File: src/rtl/imgproc_pkg.sv
// Shared definitions for the image-processing pipeline: pixel word field
// positions, default frame geometry and the horizontal-blur state encoding.
package imgproc_pkg;

  localparam int X_LSB   = 41;
  localparam int X_MSB   = 49;
  localparam int Y_LSB   = 32;
  localparam int Y_MSB   = 40;
  localparam int R_LSB   = 16;
  localparam int G_LSB   = 8;
  localparam int B_LSB   = 0;
  localparam int CH_W    = 8;
  localparam int COORD_W = 9;

  localparam int DEF_LINE_W = 320;
  localparam int DEF_LINES  = 320;

  typedef enum logic [1:0] {
    ST_IDLE  = 2'd0,
    ST_ONE   = 2'd1,
    ST_RUN   = 2'd2,
    ST_FLUSH = 2'd3
  } hblur_state_e;

endpackage

File: src/rtl/hblur_kernel.sv
// Combinational 1-2-1 horizontal tap on one RGB triple; each channel sums
// into 10 bits so the worst case 4*255 cannot overflow before the shift.
module hblur_kernel
  import imgproc_pkg::*;
(
  input  logic [23:0] left_rgb,
  input  logic [23:0] centre_rgb,
  input  logic [23:0] right_rgb,
  output logic [23:0] out_rgb
);

  for (genvar ch = 0; ch < 3; ch++) begin : g_ch
    logic [9:0] sum;
    assign sum = {2'b00, left_rgb[ch*CH_W +: CH_W]}
               + {1'b0, centre_rgb[ch*CH_W +: CH_W], 1'b0}
               + {2'b00, right_rgb[ch*CH_W +: CH_W]};
    assign out_rgb[ch*CH_W +: CH_W] = 8'(sum >> 2);
  end

endmodule

File: src/rtl/hblur_stage.sv
// Streaming 3-tap horizontal blur with edge replication. Holds a left and a
// centre pixel, emits one registered output per accepted pixel plus a flush.
//
// Handshake: in_valid is a single-cycle qualifier with no back-pressure; every
// strobe is consumed on the clock edge where it is high. out_valid is likewise
// a single-cycle qualifier for out_data, with frame_done only ever high
// together with out_valid.
module hblur_stage
  import imgproc_pkg::*;
#(
  parameter int LINE_W = DEF_LINE_W,
  parameter int LINES  = DEF_LINES
) (
  input  logic        clk,
  input  logic        rst_n,
  input  logic [63:0] in_data,
  input  logic        in_valid,
  output logic [63:0] out_data,
  output logic        out_valid,
  output logic        frame_done,
  output logic        error,
  output logic [1:0]  dbg_state
);

  localparam logic [COORD_W-1:0] LAST_X = COORD_W'(LINE_W - 1);
  localparam logic [COORD_W-1:0] LAST_Y = COORD_W'(LINES - 1);

  hblur_state_e state_q, state_d;
  logic [23:0]        l_rgb_q, l_rgb_d;
  logic [23:0]        c_rgb_q, c_rgb_d;
  logic [COORD_W-1:0] c_x_q, c_x_d;
  logic [COORD_W-1:0] c_y_q, c_y_d;
  logic               err_q, err_d;
  logic               out_valid_q, out_valid_d;
  logic               frame_done_q, frame_done_d;
  logic [63:0]        out_data_q, out_data_d;

  logic [COORD_W-1:0] in_x, in_y, x_next;
  logic [23:0]        in_rgb;
  logic [23:0]        k_left, k_centre, k_right, k_out;
  logic               emit;
  logic               unused_in;

  assign in_x      = in_data[X_MSB:X_LSB];
  assign in_y      = in_data[Y_MSB:Y_LSB];
  assign in_rgb    = {in_data[R_LSB +: CH_W], in_data[G_LSB +: CH_W], in_data[B_LSB +: CH_W]};
  assign unused_in = ^{in_data[63:50], in_data[31:24]};
  assign x_next    = c_x_q + COORD_W'(1);

  // Single kernel shared by all emitting states; edges replicate the centre.
  always_comb begin
    k_left   = l_rgb_q;
    k_centre = c_rgb_q;
    k_right  = in_rgb;
    case (state_q)
      ST_ONE:   k_left  = c_rgb_q;
      ST_FLUSH: k_right = c_rgb_q;
      default:  ;
    endcase
  end

  hblur_kernel u_kernel (
    .left_rgb   (k_left),
    .centre_rgb (k_centre),
    .right_rgb  (k_right),
    .out_rgb    (k_out)
  );

  always_comb begin
    state_d      = state_q;
    l_rgb_d      = l_rgb_q;
    c_rgb_d      = c_rgb_q;
    c_x_d        = c_x_q;
    c_y_d        = c_y_q;
    err_d        = err_q;
    emit         = 1'b0;
    frame_done_d = 1'b0;

    case (state_q)
      ST_IDLE: begin
        if (in_valid) begin
          if (in_x == '0) begin
            c_rgb_d = in_rgb;
            c_x_d   = in_x;
            c_y_d   = in_y;
            state_d = ST_ONE;
          end else begin
            err_d = 1'b1;
          end
        end
      end

      ST_ONE, ST_RUN: begin
        if (in_valid) begin
          if ((state_q == ST_ONE && in_x == COORD_W'(1)) ||
              (state_q == ST_RUN && in_x == x_next)) begin
            emit    = 1'b1;
            l_rgb_d = c_rgb_q;
            c_rgb_d = in_rgb;
            c_x_d   = in_x;
            c_y_d   = in_y;
            state_d = (in_x == LAST_X) ? ST_FLUSH : ST_RUN;
          end else if (in_x == '0) begin
            // Row restarted early: abandon what we hold and begin again.
            err_d   = 1'b1;
            c_rgb_d = in_rgb;
            c_x_d   = in_x;
            c_y_d   = in_y;
            state_d = ST_ONE;
          end else begin
            err_d   = 1'b1;
            state_d = ST_IDLE;
          end
        end
      end

      ST_FLUSH: begin
        emit         = 1'b1;
        frame_done_d = (c_y_q == LAST_Y);
        state_d      = ST_IDLE;
        if (in_valid) begin
          if (in_x == '0) begin
            c_rgb_d = in_rgb;
            c_x_d   = in_x;
            c_y_d   = in_y;
            state_d = ST_ONE;
          end else begin
            err_d = 1'b1;
          end
        end
      end

      default: state_d = ST_IDLE;
    endcase

    out_valid_d = emit;
    out_data_d  = emit ? {14'd0, c_x_q, c_y_q, 8'd0, k_out} : out_data_q;
  end

  always_ff @(posedge clk or negedge rst_n) begin
    if (!rst_n) begin
      state_q      <= ST_IDLE;
      l_rgb_q      <= '0;
      c_rgb_q      <= '0;
      c_x_q        <= '0;
      c_y_q        <= '0;
      err_q        <= 1'b0;
      out_valid_q  <= 1'b0;
      frame_done_q <= 1'b0;
      out_data_q   <= '0;
    end else begin
      state_q      <= state_d;
      l_rgb_q      <= l_rgb_d;
      c_rgb_q      <= c_rgb_d;
      c_x_q        <= c_x_d;
      c_y_q        <= c_y_d;
      err_q        <= err_d;
      out_valid_q  <= out_valid_d;
      frame_done_q <= frame_done_d;
      out_data_q   <= out_data_d;
    end
  end

  assign out_valid  = out_valid_q;
  assign out_data   = out_data_q;
  assign frame_done = frame_done_q;
  assign error      = err_q;
  assign dbg_state  = state_q;

endmodule

File: config.mk
export PLATFORM = sky130hd
export DESIGN_NAME = hblur_stage
export DESIGN_NICKNAME = d
export VERILOG_FILES = /design/src/rtl/imgproc_pkg.sv /design/src/rtl/hblur_kernel.sv /design/src/rtl/hblur_stage.sv
export SDC_FILE = /design/constraint.sdc
export NUM_CORES = 1
export LEC_CHECK = 0
export BUFFER_PORTS_ARGS = -buffer_cell sky130_fd_sc_hd__buf_2
export CAP_MARGIN = 10
export CELL_PAD_IN_SITES_DETAIL_PLACEMENT = 2
export CELL_PAD_IN_SITES_GLOBAL_PLACEMENT = 2
export CORE_MARGIN = 3
export CORE_UTILIZATION = 30
export DETAILED_ROUTE_END_ITERATION = 8
export GPL_TIMING_DRIVEN = 0
export PLACE_DENSITY = 0.66
export SLEW_MARGIN = 30
export SYNTH_ARGS = -nofsm -noshare
export SYNTH_HDL_FRONTEND = slang
export SYNTH_SLANG_ARGS = --single-unit
export TNS_END_PERCENT = 5
File: constraint.sdc
create_clock -name clk -period 4 [get_ports clk]
set_input_delay 0 -clock clk [delete_from_list [all_inputs] [get_ports clk]]
set_output_delay 0 -clock clk [all_outputs]
set_load 0.005 [all_outputs]
After elaboration in Yosys (flattened, before gate mapping). Cells that the tools add are included.

Bits in registers: 113. Latch bits: 0. Memory bits (writable): 0. ROM bits: 0. Word-level logic and storage cells: 74. Memories: 0.

Add/sub/neg operators: 7. $mul: 0. Divide/modulo/power cells: 0. $lt $le $gt $ge: 0. Eq/ne operators: 13. Shift operators: 0. Mux-type cells: 34. Bitwise gates (word level): 0. Reduce and logical (&&, ||, !) cells: 11.

Operator list (count): 2-to-1 mux 24 bit (6); 2-to-1 mux 9 bit (8); case mux 24 bit (2 select lines) (1); case mux 9 bit (2 select lines) (2); adder 10 x 8 -> 10 bit (3); adder 8 x 9 -> 10 bit (3); == test 9 bit (second input constant) (2); 2-to-1 mux 2 bit (5); inequality test 2 bit (second input constant) (5); adder 9 x 1 -> 9 bit (second input constant) (1); == test 9 x 1 -> 1 bit (second input constant) (1); == test 9 bit (1); logical NOT 9 bit (1); 2-to-1 mux 1 bit (9); case mux 2 bit (3 select lines) (1); AND reduction 3 bit (2); == test 2 bit (second input constant) (2); case mux 1 bit (2 select lines) (2); AND reduction 4 bit (1); OR reduction 2 bit (2); == test 2 x 1 -> 1 bit (second input constant) (1); logical AND 1 bit (2); logical NOT 2 bit (1); inequality test 2 x 1 -> 1 bit (second input constant) (1); other kinds (2) (2).

Depth between registers and ports, before layout.
Depth after elaboration: 7. Gate-level depth with buffers: 16. Depth with buffers taken out: 14.

Cells and area by module. Synthesis repeated with hierarchy kept, for this count alone.

Cells, all modules: 584. Area, all modules: 7437.1 sq um.

By module, submodules not included: hblur_stage (times used 1, cells an instance 406, area an instance 5909.4 sq um, sequential area each 2827.7 sq um); hblur_kernel (times used 1, cells an instance 178, area an instance 1527.7 sq um, sequential area each 0.0 sq um).

Least setup slack after synthesis. Ideal clock, no wire load.

Path type: reg-to-reg. Start: reg state_q[1], in the netlist dbg_state[1]. End: reg out_data_q[14], in the netlist out_data[14]. Arrival time: 3.565 ns. Slack: 0.307 ns. Stages on the path, launching flop included: 15. Path buffers: 2. Period minus slack after synthesis: 3.693 ns. Cell sequence: dfrtp_1 -> inv_1 -> ha_1 -> buf_2 -> buf_1 -> mux2i_1 -> fa_1 -> inv_1 -> ha_1 -> o211a_1 -> a221oi_1 -> o21ai_0 -> a31oi_1 -> xnor2_1 -> mux2_1.

Longest elaborated chain between the ends: 6. Elaborated cells between the ends (all ways): 14. Classes of those cells: 2 x add/sub; 3 x eq/ne; 5 x mux; 4 x reduce/logical.

Ends and longest elaborated chain: from (decl) (RTL line hblur_stage.sv:28) `hblur_state_e state_q, state_d;`; from (signal assigned) (RTL line hblur_stage.sv:152) `state_q <= state_d;`; branches (longest 6 deep; another with adder 8 x 9 -> 10 bit); to (signal assigned) (RTL line hblur_stage.sv:160) `out_data_q <= out_data_d;`; to (decl) (RTL line hblur_stage.sv:36) `logic [63:0] out_data_q, out_data_d;`.

Parallel ways; which one is timed is not known. A chain may end at the register's enable or synchronous reset.

Final worst setup path.
Start: reg state_q[1], in the netlist dbg_state[1]. End: reg out_data_q[22], in the netlist out_data[22].

The elaborated chain is that of the path after synthesis.

==> results.env <==
OUTCOME='completed'
POST_SYNTH_MUX_AREA_SHARE_PCT=22.81
SYN-MEAN-INSTANCE-AREA_SQ_UM=11.98
INTERNAL_POWER_uW=2575
YS_WARN_COUNT=0
BUFFER_PORTS.INSERTED=90
GRT_PASS1_VIAS=5580
SYNTH-EDFF-COUNT=0
SYNTHADDERAREAFRAC_PCT=12.14
POST-LAYOUT-TOTAL-POWER_uW=3593
LAYOUTNONFILLERINSTCOUNT=1031
MIN_PATH_TYPE='in -> async'
LAYOUT_WORST_PATH_CYCLE_SHARE_PCT=95.87
POSTSYNTHCELLCOUNT=563
GRT_SETUP_UNREPAIRED='yes'
NET-SWITCHING-POWER_uW=1018
LAYOUT.FILLER_CELLS=2275
WORST_SKEW_PAIR.LATE_LATENCY_PS=420
CP_SLOWEST_CELL='sky130_fd_sc_hd__fa_1'
CRITPATHCAPTURETYPE='flop'
POWER-PER-CELL-AREA_nW_PER_UM2=409.9
CRITICAL_PATH_PEAK_FANOUT=10
WORSTPATHARRIVAL_PS=4130
VIAS_PER_CELL=4.702
SYNTHTOLAYOUTAREAGROWTH_PCT=30.01
POST_SYNTH_INSTANCE_AREA_SQ_UM=6743
INITIAL_UTIL_PCT=30.71
SEQCELLAREA_SQ_UM=2828
POSTROUTEWIRELENGTH_MM=18.18
FLOORPLAN.ROWS=54
DIE_AREA_SQ_UM=24310
P_COMB_SHARE_PCT=20.7
CRITICAL_PATH.CELL_CHAIN='inv_1 > ha_1 > clkbuf_4 > buf_6 > mux2i_1 > fa_1 > inv_1 > ha_1 > o211a_1 > a221oi_2 > o21ai_0 > a31oi_1 > xnor2_1 > mux2_1'
REPORT.FINAL.HOLD_VIOL_COUNT=0
PERIOD_MINUS_SLACK_PS=3835
YOSYS_REGISTER_BITS=113
MAXSLEWVIOLCOUNT=0
FINALCOREUTILIZATION_PCT=39.92
CTS_INSERTED_BUFFERS=17
CORE_SQ_UM=21960
REQUIRED_TIME_WORST_ENDPOINT_PS=4300
TIMING.CRITICAL_PATH.FROM_TYPE='flop'
GRT_MAX_DEGREE=62
FRACTION_OF_SYNTHESIZED_CELL_AREA_TAKEN_BY_THE_TOP_AREA_CELL_TYPE_PCT=41.94
ENDPOINTS_FAILING_SETUP=0
WORST_HOLD_SLACK_AFTER_FINAL_LAYOUT_PS=85.66
PEAKVDDDROP_V=0.0003024
HTREE_LEVELS=4
TIMING.SETUP.CRITICAL_PATH_CLASS='reg -> reg'
CTS.ROOT.BUFFER_CELL='sky130_fd_sc_hd__clkbuf_16'
POST_ROUTE_CELLS_DRIVE_ABOVE_1_SHARE_PCT=31.20
SWITCHING_SHARE_PCT=28.33
CTSLONGESTPATHBUFFERS=2
CLKTRANSATPATHREGS_PS=60
DOMINANTREGCELLSYNTH='sky130_fd_sc_hd__dfrtp_1'
SYNTH-SEQ-AREA-SHARE_PCT=41.94
PROPORTION_OF_REGISTER_BITS_WITH_ASYNCHRONOUS_SET_OR_RESET_AFTER_SYNTHESIS_PCT=100.0
GRT_REMAINING_OVERFLOW=0
BOUNDARYPINS=136
SYNTH_XOR_XNOR_AREA_SHARE_PCT=3.377
AVGROUTEDWIREPERCELL_UM=17.63
SYNTH_COMPOUND_AREA_SHARE_PCT=7.552
YOSYSUNIQUECELLTYPES=48
DETAIL_ROUTE.ITER0.VIOLATIONS=91
POST_SYNTH_AND_OR_NAND_NOR_AREA_FRACTION_PCT=4.287
VIA_COUNT_OF_THE_ROUTED_DESIGN=4848
GRT_ANTENNA_BEFORE_REPAIR=1
R2R_SETUP_SLACK_PS=170
TIMING.FMAX_GHz=0.2608
GLOBAL_ROUTE_WIRE_LENGTH_BEFORE_REPAIR_MM=29.65
DIE_W_UM=155.9
DPL.HPWL_MM=13.23
DIEHEIGHT_UM=155.9
DESIGN.FINAL.NETS=856
LEAKAGE_uW=0.004450
SYNTH_TOP_AREA_CELL='sky130_fd_sc_hd__dfrtp_1'
MAX-CAP-VIOLATIONS=0
SEQ_POWER_SHARE_PCT=34.9
FINAL_ANTENNA_VIOLATING_NET_COUNT=0
PLACED_CELLS=955
DRT_PASS1_ITERATIONS=4
MAX_SLEW.WORST_PIN.SLEW_PS=591.1
ALL_LAYER_GLOBAL_ROUTING_USAGE_PCT=15.60
GPL.FINAL_WEIGHTED_CONGESTION=0.7916
MAIN_COMBINATIONAL_CELL_FAMILY_BY_AREA_AFTER_SYNTHESIS='multiplexers'
FINCLKSKEW_PS=9.195
CLOCK_POWER_SHARE_PCT=44.5
LEADING_POST_SYNTHESIS_CELLS_BY_CELL_AREA='sky130_fd_sc_hd__dfrtp_1, sky130_fd_sc_hd__mux2_2, sky130_fd_sc_hd__fa_1'
TRITONCTS_CLOCK_TREE='yes'
CLOCK-SINKS=113
CP_SLOWEST_STAGE_DELAY_PS=440
MULTI_INPUT_COMB_AREA_SQ_UM=3486
DRC=0
TIMING.SLEW.HEADROOM_PCT=60.45
[metrics by stage]
| stage | setup slack, ps | TNS, ps | area (sq um) |
|---|---|---|---|
| 6_report | 165.0 | 0 | 8766 |
| 5_1_grt | -36.32 | -54.44 | 8766 |
| 4_1_cts | 10.08 | 0 | 8742 |
| 3_5_place_dp | -642.6 | -4833 | 7660 |
| 3_3_place_gp | -444.4 | -3473 | 7622 |
| 2_1_floorplan | 307.3 | 0 | 6822 |
[final cells by class]
type | count | area share, %
Antenna cell | 1 | 0.02855
Buffer | 40 | 3.454
Clock buffer | 21 | 5.481
Clock inverter | 10 | 1.513
Inverter | 68 | 2.912
Multi-Input combinational cell | 363 | 39.77
Sequential cell | 113 | 32.26
Tap cell | 280 | 3.997
Timing Repair Buffer | 135 | 10.59
[per-layer routing]
layer / share of wire, % / vias up / track usage [%]
met5: 0 / - / 0
met4: 1.1 / 0 / 3.995
met3: 3.3 / 19 / 3.689
met2: 52 / 90 / 27.98
met1: 43 / 2484 / 18.80
li1: - / 2255 / -
[power by group through the flow]
stage / clock, uW / sequential, uW / combinational [uW]
6_report: 1600 / 1250 / 742
5_1_grt: 1700 / 1260 / 826
4_1_cts: 1640 / 1250 / 748
3_5_place_dp: 0 / 1270 / 694
3_3_place_gp: 0 / 1270 / 656
2_1_floorplan: 0 / 1260 / 453
[path summary, 6_finish.rpt]
check                        startpoint      endpoint  cells after the start
setup / recovery           dbg_state[1]  out_data[22]                     14
hold / removal                    rst_n  out_data[34]                      2
setup reg to reg           dbg_state[1]  out_data[22]                     14
hold reg to reg             out_data[5]   out_data[5]                      1
max in group asynchronous         rst_n  out_data[14]                      3
min in group clk            in_data[37]      c_y_q[5]                      3
[worst max-delay path, delay by kind of cell (launching register included)]
kind	cells	cell delay (ps)
AOI/OAI and AO/OA	4	1020
xor gates and xnor gates	1	130
buffers and inverters	4	650
muxes	2	580
adders and majority gates	3	890
DFF	1	430
[cell usage after synthesis (11+ instances only)]
master / n
sky130_fd_sc_hd__fa_1: 24
sky130_fd_sc_hd__buf_4: 22
sky130_fd_sc_hd__ha_1: 27
sky130_fd_sc_hd__o21ai_0: 12
sky130_fd_sc_hd__nand2_1: 13
sky130_fd_sc_hd__xnor2_1: 17
sky130_fd_sc_hd__mux2i_1: 40
sky130_fd_sc_hd__mux2_2: 63
sky130_fd_sc_hd__a21oi_1: 11
sky130_fd_sc_hd__inv_1: 68
sky130_fd_sc_hd__mux2_1: 38
sky130_fd_sc_hd__dfrtp_1: 113
[cells in the final DEF, fill, tap and decap left out, types with 7 or more instances in the layout]
master,instances
sky130_fd_sc_hd__mux2_2,63
sky130_fd_sc_hd__ha_1,27
sky130_fd_sc_hd__conb_1,22
sky130_fd_sc_hd__fa_1,24
sky130_fd_sc_hd__buf_6,7
sky130_fd_sc_hd__inv_1,68
sky130_fd_sc_hd__xnor2_1,17
sky130_fd_sc_hd__o21ai_0,11
sky130_fd_sc_hd__clkbuf_16,17
sky130_fd_sc_hd__dfrtp_1,113
sky130_fd_sc_hd__nand2_1,13
sky130_fd_sc_hd__o2bb2ai_1,9
sky130_fd_sc_hd__a21oi_1,11
sky130_fd_sc_hd__xor2_1,9
sky130_fd_sc_hd__dlygate4sd3_1,44
sky130_fd_sc_hd__mux2i_1,40
sky130_fd_sc_hd__buf_4,23
sky130_fd_sc_hd__buf_2,97
sky130_fd_sc_hd__mux2_1,38
[kinds of logic (layout without fill, tap and decap cells)]
kind of cell,after synthesis,in the layout
other,1,23
multiplexers,141,141
AO/OA/AOI/OAI,68,68
flip-flops,113,113
AND/OR/NAND/NOR,55,55
adder cells (fa/ha/maj),51,51
XOR/XNOR,26,26
buffers and inverters,108,274
[registers in the layout, indices dropped and copies added (netlist names)]
register	count
l_rgb_q	24
c_rgb_q	24
error	1
frame_done	1
out_valid	1
c_x_q	9
dbg_state	2
c_y_q	9
out_data	42
[what timing repair did]
action	in CTS	in global routing
gates resized for setup	23	7
hold buffers	44	0
hold endpoints to repair	156	0
buffers inserted	0	0
setup endpoints to repair	17	8
No activity file was read; power rests on OpenSTA's default activity.
